### config.mk
export PLATFORM = sky130hd
export DESIGN_NAME = keypad_entry_controller
export DESIGN_NICKNAME = d
export VERILOG_FILES = /design/src/rtl/keypad_pkg.sv /design/src/rtl/scancode_to_digit.sv /design/src/rtl/keypad_entry_controller.sv
export SDC_FILE = /design/constraint.sdc
export NUM_CORES = 1
export LEC_CHECK = 0
export CORE_MARGIN = 2
export CORE_UTILIZATION = 60
export CTS_CLUSTER_DIAMETER = 120
export DETAILED_ROUTE_END_ITERATION = 10
export PLACE_DENSITY_LB_ADDON = 0.25
export SLEW_MARGIN = 20
export SYNTH_ARGS = -nofsm -noshare
export SYNTH_HDL_FRONTEND = slang
export SYNTH_HIERARCHICAL = 1
export SYNTH_SLANG_ARGS = --single-unit
### constraint.sdc
create_clock -name Clock -period 4.7 [get_ports Clock]
set_input_delay 0.94 -clock Clock [delete_from_list [all_inputs] [get_ports Clock]]
set_output_delay 0.94 -clock Clock [all_outputs]
set_load 0.02 [all_outputs]
### src/rtl/keypad_pkg.sv
// Shared scan-code constants, FSM encoding and BCD helper for the keypad entry controller.
package keypad_pkg;

    localparam logic [7:0] SC_BREAK = 8'hF0;
    localparam logic [7:0] SC_EXT   = 8'hE0;
    localparam logic [7:0] SC_ENTER = 8'h5A;
    localparam logic [7:0] SC_BKSP  = 8'h66;
    localparam logic [7:0] SC_ESC   = 8'h76;
    localparam logic [7:0] SC_TAB   = 8'h0D;

    localparam logic [7:0] SC_D0 = 8'h45;
    localparam logic [7:0] SC_D1 = 8'h16;
    localparam logic [7:0] SC_D2 = 8'h1E;
    localparam logic [7:0] SC_D3 = 8'h26;
    localparam logic [7:0] SC_D4 = 8'h25;
    localparam logic [7:0] SC_D5 = 8'h2E;
    localparam logic [7:0] SC_D6 = 8'h36;
    localparam logic [7:0] SC_D7 = 8'h3D;
    localparam logic [7:0] SC_D8 = 8'h3E;
    localparam logic [7:0] SC_D9 = 8'h46;

    typedef enum logic [1:0] {
        S_IDLE   = 2'd0,
        S_DIGITS = 2'd1,
        S_COMMIT = 2'd2
    } state_t;

    // Three packed BCD digits {d2,d1,d0} to binary; 999 still fits in 10 bits.
    function automatic logic [9:0] bcd_value(input logic [11:0] d);
        return 10'(d[11:8]) * 10'd100 + 10'(d[7:4]) * 10'd10 + 10'(d[3:0]);
    endfunction

endpackage

### src/rtl/scancode_to_digit.sv
// Maps a set-2 make code to its decimal digit; is_digit is low for any other code.
module scancode_to_digit
    import keypad_pkg::*;
(
    input  logic [7:0] code,
    output logic       is_digit,
    output logic [3:0] digit
);

    always_comb begin
        is_digit = 1'b1;
        digit    = 4'd0;
        case (code)
            SC_D0: digit = 4'd0;
            SC_D1: digit = 4'd1;
            SC_D2: digit = 4'd2;
            SC_D3: digit = 4'd3;
            SC_D4: digit = 4'd4;
            SC_D5: digit = 4'd5;
            SC_D6: digit = 4'd6;
            SC_D7: digit = 4'd7;
            SC_D8: digit = 4'd8;
            SC_D9: digit = 4'd9;
            default: is_digit = 1'b0;
        endcase
    end

endmodule

### src/rtl/keypad_entry_controller.sv
// Turns PS/2 make/break/extended bytes into clamped 3-digit parameter commits tagged
// with a Tab-selected effect target; abandons idle entries after a timeout.
module keypad_entry_controller
    import keypad_pkg::*;
#(
    parameter int NUM_TARGETS    = 4,
    parameter int MAX_VALUE      = 100,
    parameter int TIMEOUT_CYCLES = 250000000
) (
    input  logic                           Clock,
    input  logic                           Reset,
    input  logic [7:0]                     received_data,
    input  logic                           key_pressed,
    output logic [7:0]                     final_data,
    output logic                           final_valid,
    output logic [$clog2(NUM_TARGETS)-1:0] target_sel,
    output logic [1:0]                     digit_count,
    output logic [11:0]                    entry_digits,
    output logic                           entry_error
);

    localparam int TW = $clog2(NUM_TARGETS);

    state_t          state_q, state_d;
    logic            brk_q, brk_d;
    logic            ext_q, ext_d;
    logic [11:0]     digits_q, digits_d;
    logic [1:0]      count_q, count_d;
    logic [9:0]      value_q, value_d;
    logic [27:0]     timer_q, timer_d;
    logic [7:0]      final_data_q, final_data_d;
    logic            final_valid_q, final_valid_d;
    logic            entry_error_q, entry_error_d;
    logic [TW-1:0]   target_q, target_d;

    logic            code_is_digit;
    logic [3:0]      code_digit;
    logic            is_prefix;
    logic            key_valid;
    logic            key_digit, key_enter, key_bksp, key_esc, key_tab;

    scancode_to_digit u_scancode_to_digit (
        .code     (received_data),
        .is_digit (code_is_digit),
        .digit    (code_digit)
    );

    // A keystroke survives only if it is not a prefix, not a break, and (if extended) is keypad Enter.
    always_comb begin
        is_prefix = key_pressed && (received_data == SC_BREAK || received_data == SC_EXT);
        key_valid = key_pressed && !is_prefix && !brk_q && (!ext_q || received_data == SC_ENTER);
        key_digit = key_valid && code_is_digit;
        key_enter = key_valid && (received_data == SC_ENTER);
        key_bksp  = key_valid && (received_data == SC_BKSP);
        key_esc   = key_valid && (received_data == SC_ESC);
        key_tab   = key_valid && (received_data == SC_TAB);
    end

    always_ff @(posedge Clock or posedge Reset) begin
        if (Reset) begin
            state_q       <= S_IDLE;
            brk_q         <= 1'b0;
            ext_q         <= 1'b0;
            digits_q      <= '0;
            count_q       <= '0;
            value_q       <= '0;
            timer_q       <= '0;
            final_data_q  <= '0;
            final_valid_q <= 1'b0;
            entry_error_q <= 1'b0;
            target_q      <= '0;
        end else begin
            state_q       <= state_d;
            brk_q         <= brk_d;
            ext_q         <= ext_d;
            digits_q      <= digits_d;
            count_q       <= count_d;
            value_q       <= value_d;
            timer_q       <= timer_d;
            final_data_q  <= final_data_d;
            final_valid_q <= final_valid_d;
            entry_error_q <= entry_error_d;
            target_q      <= target_d;
        end
    end

    always_comb begin
        state_d       = state_q;
        brk_d         = brk_q;
        ext_d         = ext_q;
        digits_d      = digits_q;
        count_d       = count_q;
        value_d       = value_q;
        timer_d       = '0;
        final_data_d  = final_data_q;
        final_valid_d = 1'b0;
        entry_error_d = 1'b0;
        target_d      = target_q;

        if (key_pressed) begin
            if (received_data == SC_BREAK) begin
                brk_d = 1'b1;
            end else if (received_data == SC_EXT) begin
                ext_d = 1'b1;
            end else begin
                brk_d = 1'b0;
                ext_d = 1'b0;
            end
        end

        case (state_q)
            S_IDLE, S_COMMIT: begin
                // The commit cycle also serves a new byte as if already idle with an empty entry.
                if (state_q == S_COMMIT) begin
                    final_data_d  = (value_q > 10'(MAX_VALUE)) ? 8'(MAX_VALUE) : value_q[7:0];
                    final_valid_d = 1'b1;
                    digits_d      = '0;
                    count_d       = '0;
                    state_d       = S_IDLE;
                end
                if (key_digit) begin
                    digits_d = {8'h00, code_digit};
                    count_d  = 2'd1;
                    state_d  = S_DIGITS;
                end else if (key_tab) begin
                    target_d = (target_q == TW'(NUM_TARGETS - 1)) ? '0 : target_q + TW'(1);
                end else if (key_enter) begin
                    entry_error_d = 1'b1;
                end
            end

            S_DIGITS: begin
                timer_d = key_pressed ? '0 : timer_q + 28'd1;
                if (key_digit) begin
                    if (count_q == 2'd3) begin
                        entry_error_d = 1'b1;
                    end else begin
                        digits_d = {digits_q[7:0], code_digit};
                        count_d  = count_q + 2'd1;
                    end
                end else if (key_bksp) begin
                    digits_d = {4'h0, digits_q[11:4]};
                    count_d  = count_q - 2'd1;
                    if (count_q == 2'd1) begin
                        state_d = S_IDLE;
                    end
                end else if (key_esc) begin
                    digits_d = '0;
                    count_d  = '0;
                    state_d  = S_IDLE;
                end else if (key_enter) begin
                    value_d = bcd_value(digits_q);
                    state_d = S_COMMIT;
                end else if (!key_pressed && timer_q == 28'(TIMEOUT_CYCLES - 1)) begin
                    digits_d      = '0;
                    count_d       = '0;
                    state_d       = S_IDLE;
                    entry_error_d = 1'b1;
                end
            end

            default: begin
                state_d = S_IDLE;
            end
        endcase
    end

    assign final_data   = final_data_q;
    assign final_valid  = final_valid_q;
    assign target_sel   = target_q;
    assign digit_count  = count_q;
    assign entry_digits = digits_q;
    assign entry_error  = entry_error_q;

endmodule

# Yosys cells after proc, flatten, opt, wreduce, memory -nomap -nowiden
# Index checks and enable logic that the tools add are counted.
# totals
reg_bits	68
# classes
addsub	6
n_mul	2
order_cmp	1
n_eq_ne	30
muxes	45
bitwise_logic	4
n_reduce_logical	27
# op_table
op	n
2-to-1 mux 12 bit	8
2-to-1 mux 28 bit	2
== test 8 x 6 -> 1 bit (second input constant)	6
== test 8 x 7 -> 1 bit (second input constant)	5
one-hot mux 4 bit (9 select lines)	1
adder 28 x 1 -> 28 bit (second input constant)	1
== test 28 bit (second input constant)	1
2-to-1 mux 2 bit	14
one-hot mux 12 bit (2 select lines)	1
== test 8 x 5 -> 1 bit (second input constant)	2
== test 8 bit (second input constant)	2
2-to-1 mux 1 bit	15
inequality test 5 bit (second input constant)	3
adder 10 x 4 -> 10 bit	1
adder 10 x 8 -> 10 bit	1
greater-than comparator 10 x 7 -> 1 bit (second input constant)	1
logical AND 1 bit	10
AND reduction 5 bit	2
OR reduction 10 bit	1
inequality test 3 bit (second input constant)	3
== test 8 x 4 -> 1 bit (second input constant)	1
multiplier 4 x 5 -> 8 bit (second input constant)	1
2-to-1 mux 8 bit	1
one-hot mux 2 bit (2 select lines)	2
16 further kinds	30

# Depth between registers and ports, before layout
# Gate-level depths: netlist of run 1.
# logic_depth
ltp_word	13
depth_mapped	12

# Cells and area by module
# The synthesis of run 1 kept the hierarchy.
# modules_own_cells
module	n_inst	cells_each	area_per_inst_um2	seq_area_each_um2
keypad_entry_controller	1	380	3938.8	1701.6
scancode_to_digit	1	32	205.2	0.0

# Worst setup path after synthesis of run 1
# Ideal clock, no wire load.
# synth_timing
kind	input -> register
startpoint	input port received_data[4]
endpoint	register target_q[0] (netlist: target_sel[0])
setup_ns	0.125
arrival_ns	3.101
slack_ns	1.474
path_stages	8
path_cell_list	buf_4 -> xnor2_1 -> mux2i_1 -> nor3b_1 -> or3_1 -> or4_1 -> nor4_2 -> mux2_2
# synth_via
word_cells_on_any_way	27
# synth_lines
element	line	text
from (decl)	keypad_entry_controller.sv:12	input logic [7:0] received_data,
== test 8 x 7 -> 1 bit (tied with other cells)	scancode_to_digit.sv:13	case (code)
OR reduction 10 bit (no line) (*)	--	
2-to-1 mux 1 bit (*)	scancode_to_digit.sv:13	
via code_is_digit	keypad_entry_controller.sv:36	logic code_is_digit;
logical AND 1 bit (*)	keypad_entry_controller.sv:52	key_digit = key_valid && code_is_digit;
NOT 1 bit (no line) (*)	--	
AND reduction 3 bit (no line) (*)	--	
to (signal assigned)	keypad_entry_controller.sv:83	target_q <= target_d;
to (decl)	keypad_entry_controller.sv:34	logic [TW-1:0] target_q, target_d;
# Mark *: on every way through the listed nets, which the timed path passes. The rest lies on a longest branch.
# A chain may end at the register's enable or synchronous reset.

# Worst setup path in the final report of run 1
# layout_timing
startpoint	input port received_data[4]
endpoint	register digits_q[4] (netlist: entry_digits[4])
# layout_via
word_cells_on_any_way	38
# layout_lines
element	line	text
== test 8 x 7 -> 1 bit (tied with other cells)	scancode_to_digit.sv:13	
OR reduction 10 bit (no line) (*)	--	
2-to-1 mux 1 bit (*)	scancode_to_digit.sv:13	
via code_is_digit	keypad_entry_controller.sv:36	
logical AND 1 bit (*)	keypad_entry_controller.sv:52	
inequality test 5 bit (no line) (tied with other cells)	--	
AND reduction 5 bit (no line) / one-hot mux 12 bit (2 select lines) (equally long branches)	--	
to (signal assigned)	keypad_entry_controller.sv:76	digits_q <= digits_d;
to (decl)	keypad_entry_controller.sv:27	logic [11:0] digits_q, digits_d;
# Marked as above.

==> results of run 1 <==
-- per-stage QoR --
step	instance area, sq um	hold WS, ns	cells
6_report	4740	0.486	533
3_3_place_gp	4530	0.465	517
4_1_cts	4740	0.484	533
3_5_place_dp	4530	0.473	517
5_1_grt	4740	0.501	533
2_1_floorplan	4140	0.448	412
-- per-layer routing --
layer,share of wire [%],GRT usage [%]
met2,49,38.1
met3,4.1,5.21
met5,0,0
met4,1.1,6.57
met1,46,33.7
-- worst max-delay path, delay by kind of cell --
| kind | cells | cell delay (ns) |
|---|---|---|
| compound gates | 2 | 0.70 |
| xor+xnor | 1 | 0.20 |
| buf+inv | 1 | 0.79 |
| mux | 2 | 0.62 |
| simple gates | 3 | 0.83 |
-- cell type report --
class                   count  area, sq um  share of cell area [%]
repair buffers             37          368                    7.77
well taps                  80          100                    2.11
flip-flops and latches     68         1700                    35.9
multi-input cells         303         2250                    47.6
inverters                  29          109                    2.30
clock inverters             3         45.0                   0.951
clock buffers              13          159                    3.35
-- power breakdown --
| part | internal, mW | switching, mW |
|---|---|---|
| registers | 0.595 | 0.0113 |
| clock network | 0.275 | 0.217 |
| logic | 0.0592 | 0.0898 |
-- path summary, 6_finish.rpt --
check,startpoint,depth (start not counted),endpoint
max,received_data[4],9,entry_digits[4]
max in group asynchronous,Reset,3,brk_q
min in group asynchronous,Reset,2,timer_q[3]
min,timer_q[0],1,timer_q[0]
max reg2reg,entry_digits[5],11,value_q[9]
min reg2reg,timer_q[0],1,timer_q[0]
-- placed cells by master (no fill, tap or decap), drive strengths merged, types with 13 or more instances in the layout --
cell type and instances:
nor2 41, o21ai 14, mux2 16, nand2 33, clkbuf 13, xnor2 14
clkdlybuf4s50 36, xor2 17, a21oi 21, inv 29, ha 27, dfrtp 68
-- cell families (layout without fill, tap and decap cells) --
kind of cell / count (synthesis) / after routing / synth area share [%]
buf+inv: 41 / 82 / 4.53
fa+ha+maj: 32 / 32 / 10.6
compound gates: 61 / 61 / 10.4
mux: 27 / 27 / 7.37
simple gates: 152 / 152 / 19.5
flops: 68 / 68 / 41.1
xor+xnor: 31 / 31 / 6.55
-- flip-flops by register name, summed over array words and instances (netlist names) --
register,cells
entry_error,1
state_q,2
final_data,8
final_valid,1
timer_q,28
brk_q,1
value_q,10
ext_q,1
entry_digits,12
digit_count,2
target_sel,2
==> results.md, run 1 <==
- Dividing total power by cell area gives a power density of 263 nW/um^2.
- In the final routed layout, each cell accounts on average for 15.5 um.
- After detailed routing, the number of remaining DRC violations is 0.
- The core footprint is 6760 sq um.
- The buffers inserted during post-CTS setup optimization is 0.
- The startpoint type of the worst setup path is an input pin.
- Subtracting the final worst setup slack from the clock period gives 3.86 ns.
- For the final routed database, the setup TNS stands at 0 ns.
- The dominant cell type by area after synthesis is dfrtp_1.
- On the final layout, the worst clock skew is 0.00970 ns.
- The net count of the mapped netlist is 455.
- For this design, the slowest cell found on the critical path is clkdlybuf4s50_1.
- For this block, the initial DRC count from the detailed router was 249.
- The slew of the pin with the lowest slew margin is 0.919 ns.
- The number of sinks on the clock net is 68.
- Setup repair after global routing left no endpoint under its margin.
- The normalized max-slew margin is 38.6%.
- The final cell utilization of the core is 70.1%.
- The tightest min-delay check is of the reg -> reg type.
- Traced cell by cell, the critical path runs through clkdlybuf4s50_1, xnor2_1, mux2i_1, nor3b_1, or3_1, and3b_1, a21oi_4, a2bb2oi_4, mux2_2.
- The fill cell instance count of the final layout is 530.
- Along the worst path, the maximum fanout reaches 14.
- The top cell type by area accounts for 41.1% of the synthesized area.
- The register bit total from synthesis is 68.
- Buffers inserted to repair hold after CTS numbered 0.
- The library cell used as clock root buffer is clkbuf_8.
- Entering global routing, the biggest net connects 47 pins.
- The final hold violation count was 0.
- The total power is 1.25 mW.
- The final-report max-slew violation count is 0.
- The global-route wire length before repair is 14.3 mm.
- The number of different library cells used by synthesis comes to 61.
- Setup violations remaining at the end of the flow were counted as 0.
- The final wirelength is 8.29 mm.
- Detailed placement finished with a half-perimeter wire length of 5.99 mm.
- The number of buffers inserted by port buffering is 36.
- For flop-to-flop paths, the worst setup slack is 1.48 ns.
- The most common cell in the synthesized netlist is dfrtp_1.
- After clock tree synthesis, the clock-pin slew on the worst setup and hold paths is 0.08 ns.
- The maximum VDD drop is 0.227 mV.
- The die footprint is 7590 sq um.
- The synthesized design contains 0 enable-type register cells.
- The data arrival time of the critical path is 4.08 ns.
- Global routing finished with a remaining overflow of 0.
- The critical path is of the in -> reg type.
- The area growth from synthesis to layout is 14.3%.
- The worst path required time is 4.92 ns.
- The floorplan die height is 87.1 um.
- The later-pin clock latency in the skew report is 0.34 ns.
- Timing would allow up to 259 MHz.
- The max-cap check violation count is 0.
- The total I/O pin count is 37.
- The flow ran to the end, and the final reports show no timing, DRC or antenna violations.
- In this run the core area contains 30 standard-cell rows.
- The dominant register cell in the synthesized netlist is dfrtp_1.
- No sink is reached through more buffers than the 2 on the longest clock path.
- The average cell area after synthesis is 10.1 sq um.
- The number of antenna violations at the first check in global routing is 0.
- The worst setup path is captured at a flop.
- 0 antenna diodes ended up in the layout.
- Global routing consumed, over all layers together, 24.0% of the routing resources.
- After the last flow step, the layout net total stands at 491.
- The initial utilization of the core area, before any placement, comes to 61.3%.
- The H-tree depth is 3.
- The proportion of register bits with asynchronous set or reset after synthesis is 100%.
- For this run, the slowest stage of the critical path takes 0.79 ns.
- The post-CTS resize count is 0.
- The congestion estimate from routability-driven global placement came to 0.832.
- Dividing the detail-routed via count by the number of cells gives 5.84.
- The setup slack after placement is 0.527 ns.
- Buffers inserted during clock tree synthesis total 9.
- The leakage power total is 2.14 nW.
- By count the netlist is led by dfrtp_1, nor2_1, nand2_1.
- Counting every instance in the synthesized netlist gives 412.
- The via count of the first global-routing pass is 3,070.
- After layout, the worst path uses 82.0% of the clock period.
- The fraction of final layout cells sized beyond drive strength 1 is 9.27%.
- Once routing completed, OpenROAD measured the worst setup slack at 0.844 ns.
- The CTS tree is done.
- In this run the remaining antenna-violating nets after routing total 0.
- For this run, the number of Yosys warnings is 6.
- The die is 87.1 um wide.
- Summing every instance area after synthesis gives 4140 sq um.
- Ranked by total cell area, the synthesized netlist is headed by dfrtp_1, ha_1, nor2_1.
- The sequential element share of the synthesized area is 41.1%.
- Before antenna repair, the detailed router went through 4 iterations.
- The detailed router placed 3,114 vias in this run.
Power figures use the tool's default switching activity.
==> run 2: changes to the inputs <==
--- a/config.mk
+++ b/config.mk
@@ -6,7 +6,7 @@
 export NUM_CORES = 1
 export LEC_CHECK = 0
 export CORE_MARGIN = 2
-export CORE_UTILIZATION = 60
+export CORE_UTILIZATION = 58
 export CTS_CLUSTER_DIAMETER = 120
 export DETAILED_ROUTE_END_ITERATION = 10
 export PLACE_DENSITY_LB_ADDON = 0.25
==> constraint.sdc (replaced) <==
create_clock -name Clock -period 3.55 [get_ports Clock]
set_input_delay 0.71 -clock Clock [delete_from_list [all_inputs] [get_ports Clock]]
set_output_delay 0.71 -clock Clock [all_outputs]
set_load 0.02 [all_outputs]
==> results.md, run 2 (synthesis gave the netlist of run 1 again) <==
- The worst hold slack was 0.488 ns (was 0.486 ns).
- The slew of the pin with the lowest slew margin is 0.541 ns (was 0.919 ns).
- The post-cts hold buffer count was 0 (unchanged).
- The critical path class was in -> reg (unchanged).
- The startpoint type of the worst setup path is an input pin (unchanged).
- The path type of the worst min-delay path is reg -> reg (unchanged).
- The final wirelength is 8.36 mm (was 8.29 mm).
- The kind of end point of the critical path is a flop (unchanged).
- The later-pin clock latency in the skew report is 0.35 ns (was 0.34 ns).
- The post-CTS resize count is 0 (unchanged).
- The number of buffers between clock root and the deepest sink is 2 (unchanged).
- The cell with the biggest individual delay on the critical path is or4_1 (was clkdlybuf4s50_1).
- The normalized max-slew margin is 63.9% (was 38.6%).
- The highest fanout seen on the critical path was 5 (was 14).
- The final setup slack of the worst path is 0.350 ns (was 0.844 ns).
- The leakage power total is 2.22 nW (was 2.14 nW).
- The number of instances on the worst hold path is 1 (unchanged).
- The number of buffers inserted by port buffering is 36 (unchanged).
- The horizontal extent of the die was 88.5 um (was 87.1 um).
- The buffers inserted during post-CTS setup optimization is 0 (unchanged).
- Status: finished, final reports clean (unchanged).
- The final cell utilization of the core is 70.9% (was 70.1%).
- The data arrival time of the critical path is 3.43 ns (was 4.08 ns).
- The area added between synthesis and finish is 17.5% (was 14.3%).
- The maximum VDD drop is 0.252 mV (was 0.227 mV).
- The DRC violation total after the first TritonRoute iteration came to 235 (was 249).
- The fraction of the cycle the final worst path needs is 90.1%.
- The most common cell after layout, fill and taps aside is dfrtp_1 (unchanged).
- The detailed-placement wirelength estimate is 6.17 mm (was 5.99 mm).
- Critical path, cell by cell: clkdlybuf4s50_1, and2b_1, mux2i_1, nor3b_1, or3_1, or4_1, nor4_2, mux2_2 (was clkdlybuf4s50_1, xnor2_1, mux2i_1, nor3b_1, or3_1, and3b_1, a21oi_4, a2bb2oi_4, mux2_2).
- The starting density of the core was 60.3% (was 61.3%).
- The number of antenna violations at the first check in global routing is 0 (unchanged).
- The total I/O pin count came to 37 (unchanged).
- The number of buffers added by the clock tree synthesis step was 9 (unchanged).
- The global-route usage over all layers came to 24.3% (was 24.0%).
- The remaining global-route overflow is 0 (unchanged).
- The number of nets still failing antenna checks after routing is 0 (unchanged).
- The pin count of the biggest net entering global routing is 29 (was 47).
- The final layout net count is 506 (was 491).
- The setup TNS is 0 ns (unchanged).
- The count of standard-cell rows is 30 (unchanged).
- The worst path required time is 3.78 ns (was 4.92 ns).
- The vias per cell is 5.65 (was 5.84).
- Based on the critical path, the design can be clocked at up to 312 MHz.
- The H-tree depth came to 3 (unchanged).
- Setup repair after global routing missed its margin: no (unchanged).
- The last weighted congestion value of the routability-driven placer is 0.863 (was 0.832).
- The number of detailed-routing iterations run before antenna repair is 5 (was 4).
- The cell type group with the largest total delay on the critical path is simple AND/OR/NAND/NOR gates (unchanged).
- The library cell used as clock root buffer is clkbuf_8 (unchanged).
- The number of endpoints failing setup at the final stage is 0 (unchanged).
- The global-route wire length before repair was 14.8 mm (was 14.3 mm).
- The via count of the first global-routing pass came to 3,193 (was 3,070).
- The clock edge transition at the registers on the reported setup and hold paths is 0.07 ns (was 0.08 ns).
- The number of diodes was 0 (unchanged).
- Most used cells in the layout excluding fill and tap cells: dfrtp_1, nor2_1, clkdlybuf4s50_1, nand2_1, inv_1 (unchanged).
- The power density relative to cell area came to 336 nW/um^2 (was 263 nW/um^2).
- The max-cap check violation count is 0 (unchanged).
- The number of sinks on the clock net is 68 (unchanged).
- The remaining design rule violation count is 0 (unchanged).
- The total power is 1.64 mW (was 1.25 mW).
- The time the final worst path needs with I/O delays and setup is 3.20 ns.
- The CTS tree is done (unchanged).
- The die footprint is 7840 sq um (was 7590 sq um).
- The final-report max-slew violation count is 0 (unchanged).
- The number of cells on the critical path is 8 (was 9).
- The final hold violation count is 0 (unchanged).
- The fraction of final layout cells sized beyond drive strength 1 is 12.4% (was 9.27%).
- The core footprint is 6870 sq um (was 6760 sq um).
- The wire length per cell after detailed routing is 14.8 um (was 15.5 um).
- The largest clock skew in the final design was 0.0142 ns (was 0.00970 ns).
- The count of buffering cells on the critical path with inverters included was 1 (unchanged).
- The number of flip-flops under the largest register name is 28 (unchanged).
- The floorplan die height is 88.5 um (was 87.1 um).
- The register ranked first by flip-flop count was timer_q (unchanged).
- The delay contributed by the slowest stage of the critical path is 0.54 ns (was 0.79 ns).
- The via count of the routed design was 3,186 (was 3,114).
- The number of cells on the worst reg-to-reg path is 10 (was 11).
- The setup slack after placement came to 0.0108 ns (was 0.527 ns).
[run 2: layout make-up]
| cell class | count | area, sq um |
|---|---|---|
| clock buffer | 10 | 128 |
| clock inverter | 6 | 63.8 |
| fill | 514 | 2000 |
| inverter | 29 | 109 |
| multi-input combinational | 303 | 2250 |
| sequential | 68 | 1700 |
| tap | 96 | 120 |
| timing repair buffer | 52 | 493 |
[run 2: metal layers]
metal | wire length (um) | track usage, %
met5 | 0 | 0
met4 | 99 | 8.68
met3 | 369 | 4.01
met2 | 3960 | 37.9
met1 | 3940 | 34.7
[run 2: worst register-to-register path, cell delays in order, from the launching register on]
cell and delay, ns:
dfrtp_1 0.40, ha_1 0.28, ha_1 0.24, fa_1 0.45, ha_1 0.29, ha_1 0.34
o21ai_0 0.12, a21boi_0 0.12, o21a_1 0.18, or3_1 0.30, a31o_2 0.24
[run 2: path summary, 6_finish.rpt]
check                                 start               end  slack [ns]
max                        received_data[0]     target_sel[1]        0.35
min                              timer_q[0]        timer_q[0]        0.49
max reg2reg                 entry_digits[7]        value_q[8]        0.48
min reg2reg                      timer_q[0]        timer_q[0]        0.49
max in group asynchronous             Reset  entry_digits[10]        2.14
min in group asynchronous             Reset       timer_q[16]        0.68
[run 2: power breakdown]
group / internal, mW / switching [mW]
Sequential: 0.787 / 0.0159
Clock: 0.324 / 0.297
Combinational: 0.0924 / 0.122
Total: 1.20 / 0.435
[run 2: stage by stage]
step	cell area, sq um	instances
finish	4870	564
global route	4870	564
CTS	4870	564
detailed placement	4680	548
global placement	4680	548
floorplan	4140	412
==> run 3: changes to the inputs <==
==> constraint.sdc (replaced) <==
create_clock -name Clock -period 3.55 [get_ports Clock]
set_input_delay 0.355 -clock Clock [delete_from_list [all_inputs] [get_ports Clock]]
set_output_delay 0.355 -clock Clock [all_outputs]
set_load 0.02 [all_outputs]
==> results.md, run 3 (synthesis gave the netlist of run 1 again) <==
- The count of standard-cell rows is 30 (unchanged).
- The largest clock skew in the final design is 0.00944 ns (was 0.0142 ns).
- The number of detailed-routing iterations run before antenna repair came to 4 (was 5).
- The clock edge transition at the registers on the reported setup and hold paths is 0.08 ns (was 0.07 ns).
- The normalized max-slew margin is 60.1% (was 63.9%).
- The total I/O pin count is 37 (unchanged).
- The register ranked first by flip-flop count is timer_q (unchanged).
- The power density relative to cell area is 342 nW/um^2 (was 336 nW/um^2).
- The count of buffering cells on the critical path with inverters included was 0 (was 1).
- The number of diodes came to 0 (unchanged).
- The post-cts hold buffer count was 0 (unchanged).
- The DRC violation total after the first TritonRoute iteration is 105 (was 235).
- The final-report max-slew violation count came to 0 (unchanged).
- The via count of the routed design is 3,097 (was 3,186).
- The remaining design rule violation count is 0 (unchanged).
- The number of buffers added by the clock tree synthesis step is 9 (unchanged).
- The number of flip-flops under the largest register name is 28 (unchanged).
- The global-route usage over all layers is 24.0% (was 24.3%).
- The die footprint is 7840 sq um (unchanged).
- The detailed-placement wirelength estimate came to 6.32 mm (was 6.17 mm).
- The fraction of final layout cells sized beyond drive strength 1 is 11.3% (was 12.4%).
- The leakage power total is 2.18 nW (was 2.22 nW).
- The pin count of the biggest net entering global routing is 33 (was 29).
- The global-route wire length before repair is 14.5 mm (was 14.8 mm).
- The max-cap check violation count is 0 (unchanged).
- The via count of the first global-routing pass was 3,088 (was 3,193).
- The fraction of the cycle the final worst path needs is 87.9% (was 90.1%).
- The horizontal extent of the die is 88.5 um (unchanged).
- The number of instances in the placed design came to 541 (was 548).
- The critical path class is reg -> reg (was in -> reg).
- The final hold violation count was 0 (unchanged).
- The last weighted congestion value of the routability-driven placer was 0.870 (was 0.863).
- The data arrival time of the critical path was 3.35 ns (was 3.43 ns).
- The final layout net count is 499 (was 506).
- The final wirelength is 8.53 mm (was 8.36 mm).
- The wire length per cell after detailed routing is 15.3 um (was 14.8 um).
- The maximum VDD drop is 0.284 mV (was 0.252 mV).
- The kind of end point of the critical path is a flop (unchanged).
- The reg-to-reg endpoint is value_q[8] (unchanged).
- The post-CTS resize count came to 0 (unchanged).
- The worst path required time came to 3.78 ns (about the same).
- The setup TNS was 0 ns (unchanged).
- The core footprint is 6870 sq um (unchanged).
- The slew of the pin with the lowest slew margin is 0.596 ns (was 0.541 ns).
- Most used cells in the layout excluding fill and tap cells: dfrtp_1, nor2_1, clkdlybuf4s50_1, nand2_1, inv_1 (unchanged).
- The number of cells on the worst reg-to-reg path was 10 (unchanged).
- The most common cell after layout, fill and taps aside was dfrtp_1 (unchanged).
- The starting density of the core is 60.3% (unchanged).
- The worst reg-to-reg setup slack is 0.43 ns (was 0.48 ns).
- The number of sinks on the clock net is 68 (unchanged).
- The worst reg2reg path startpoint is entry_digits[4] (was entry_digits[7]).
- The cell type group with the largest total delay on the critical path is adder cells (was simple AND/OR/NAND/NOR gates).
- The most repeated library cell on the critical path is ha_1.
- The maximum clock rate was 320 MHz (was 312 MHz).
- Setup repair after global routing missed its margin: no (unchanged).
- The vias per cell came to 5.56 (was 5.65).
- The remaining global-route overflow is 0 (unchanged).
- The number of endpoints failing setup at the final stage came to 0 (unchanged).
- The cell with the biggest individual delay on the critical path is dfrtp_1 (was or4_1).
- The CTS tree is done (unchanged).
- The floorplan die height was 88.5 um (unchanged).
- The highest fanout seen on the critical path was 6 (was 5).
- The area added between synthesis and finish is 16.2% (was 17.5%).
- The buffers inserted during post-CTS setup optimization is 0 (unchanged).
- The final cell area excluding filler cells is 4810 sq um (was 4870 sq um).
- Critical path, cell by cell: ha_1, ha_1, fa_1, ha_1, ha_1, o21ai_0, a21boi_0, o21a_1, or3_1, a31o_2 (was clkdlybuf4s50_1, and2b_1, mux2i_1, nor3b_1, or3_1, or4_1, nor4_2, mux2_2).
- The H-tree depth is 3 (unchanged).
- The time the final worst path needs with I/O delays and setup was 3.12 ns (was 3.20 ns).
- The later-pin clock latency in the skew report is 0.34 ns (was 0.35 ns).
- The number of buffers inserted by port buffering is 36 (unchanged).
- The library cell used as clock root buffer is clkbuf_8 (unchanged).
- Status: finished, final reports clean (unchanged).
- The startpoint type of the worst setup path is a flop (was input pin).
- The delay contributed by the slowest stage of the critical path is 0.47 ns (was 0.54 ns).
- The post-placement cell area came to 4610 sq um (was 4680 sq um).
- The fill cell instance count of the final layout is 539 (was 514).
- The number of nets still failing antenna checks after routing is 0 (unchanged).
- The number of antenna violations at the first check in global routing is 0 (unchanged).
- The number of buffers between clock root and the deepest sink is 2 (unchanged).
- The final non-filler cell total is 557 (was 564).
- The path type of the worst min-delay path is in -> async (was reg -> reg).
## run 3: worst max path at each step
stage          slack, ns              end  cells past startpoint        startpoint
2_1_floorplan       0.46       value_q[8]                     10   entry_digits[5]
3_3_place_gp        0.35  entry_digits[4]                      9  received_data[4]
3_5_place_dp        0.29  entry_digits[4]                      9  received_data[4]
4_1_cts             0.43       value_q[8]                     10   entry_digits[4]
5_1_grt             0.29       value_q[8]                     10   entry_digits[4]
6_report            0.43       value_q[8]                     10   entry_digits[4]
## run 3: layout make-up
class,count,area (sq um),area share [%]
clock buffer,9,124,2.57
sequential,68,1700,35.4
inverter,29,109,2.26
multi-input combinational,303,2250,46.8
tap,96,120,2.50
clock inverter,7,76.3,1.59
timing repair buffer,45,428,8.89
## run 3: layer usage
metal	up-vias	global-route usage [%]	part of all wire, %
li1	1536	-	-
met1	1480	32.7	46
met5	-	0	0
met4	0	6.20	1.1
met3	8	5.97	4.5
met2	73	38.9	49
## run 3: power breakdown
part           switching, mW  total, mW  leakage (nW)  internal [mW]
logic                  0.121      0.206          1.16         0.0848
clock network          0.311      0.639        0.0958          0.327
registers             0.0159      0.803         0.930          0.787
## run 3: worst reg2reg max path: stages (launching register included)
cell      delay, ns
dfrtp_1        0.47
ha_1           0.25
ha_1           0.21
fa_1           0.45
ha_1           0.29
ha_1           0.33
o21ai_0        0.12
a21boi_0       0.14
o21a_1         0.19
or3_1          0.32
a31o_2         0.25
## run 3: per-stage QoR
step                power (mW)  hold slack [ns]  worst slack (ns)  utilization (%)
floorplan                0.980            0.448             0.460                -
finish                    1.65            0.318             0.428             70.1
global route              1.71            0.336             0.287             70.1
global placement          1.02            0.467             0.351             67.2
CTS                       1.67            0.315             0.430             70.1
detailed placement        1.02            0.484             0.289             67.2
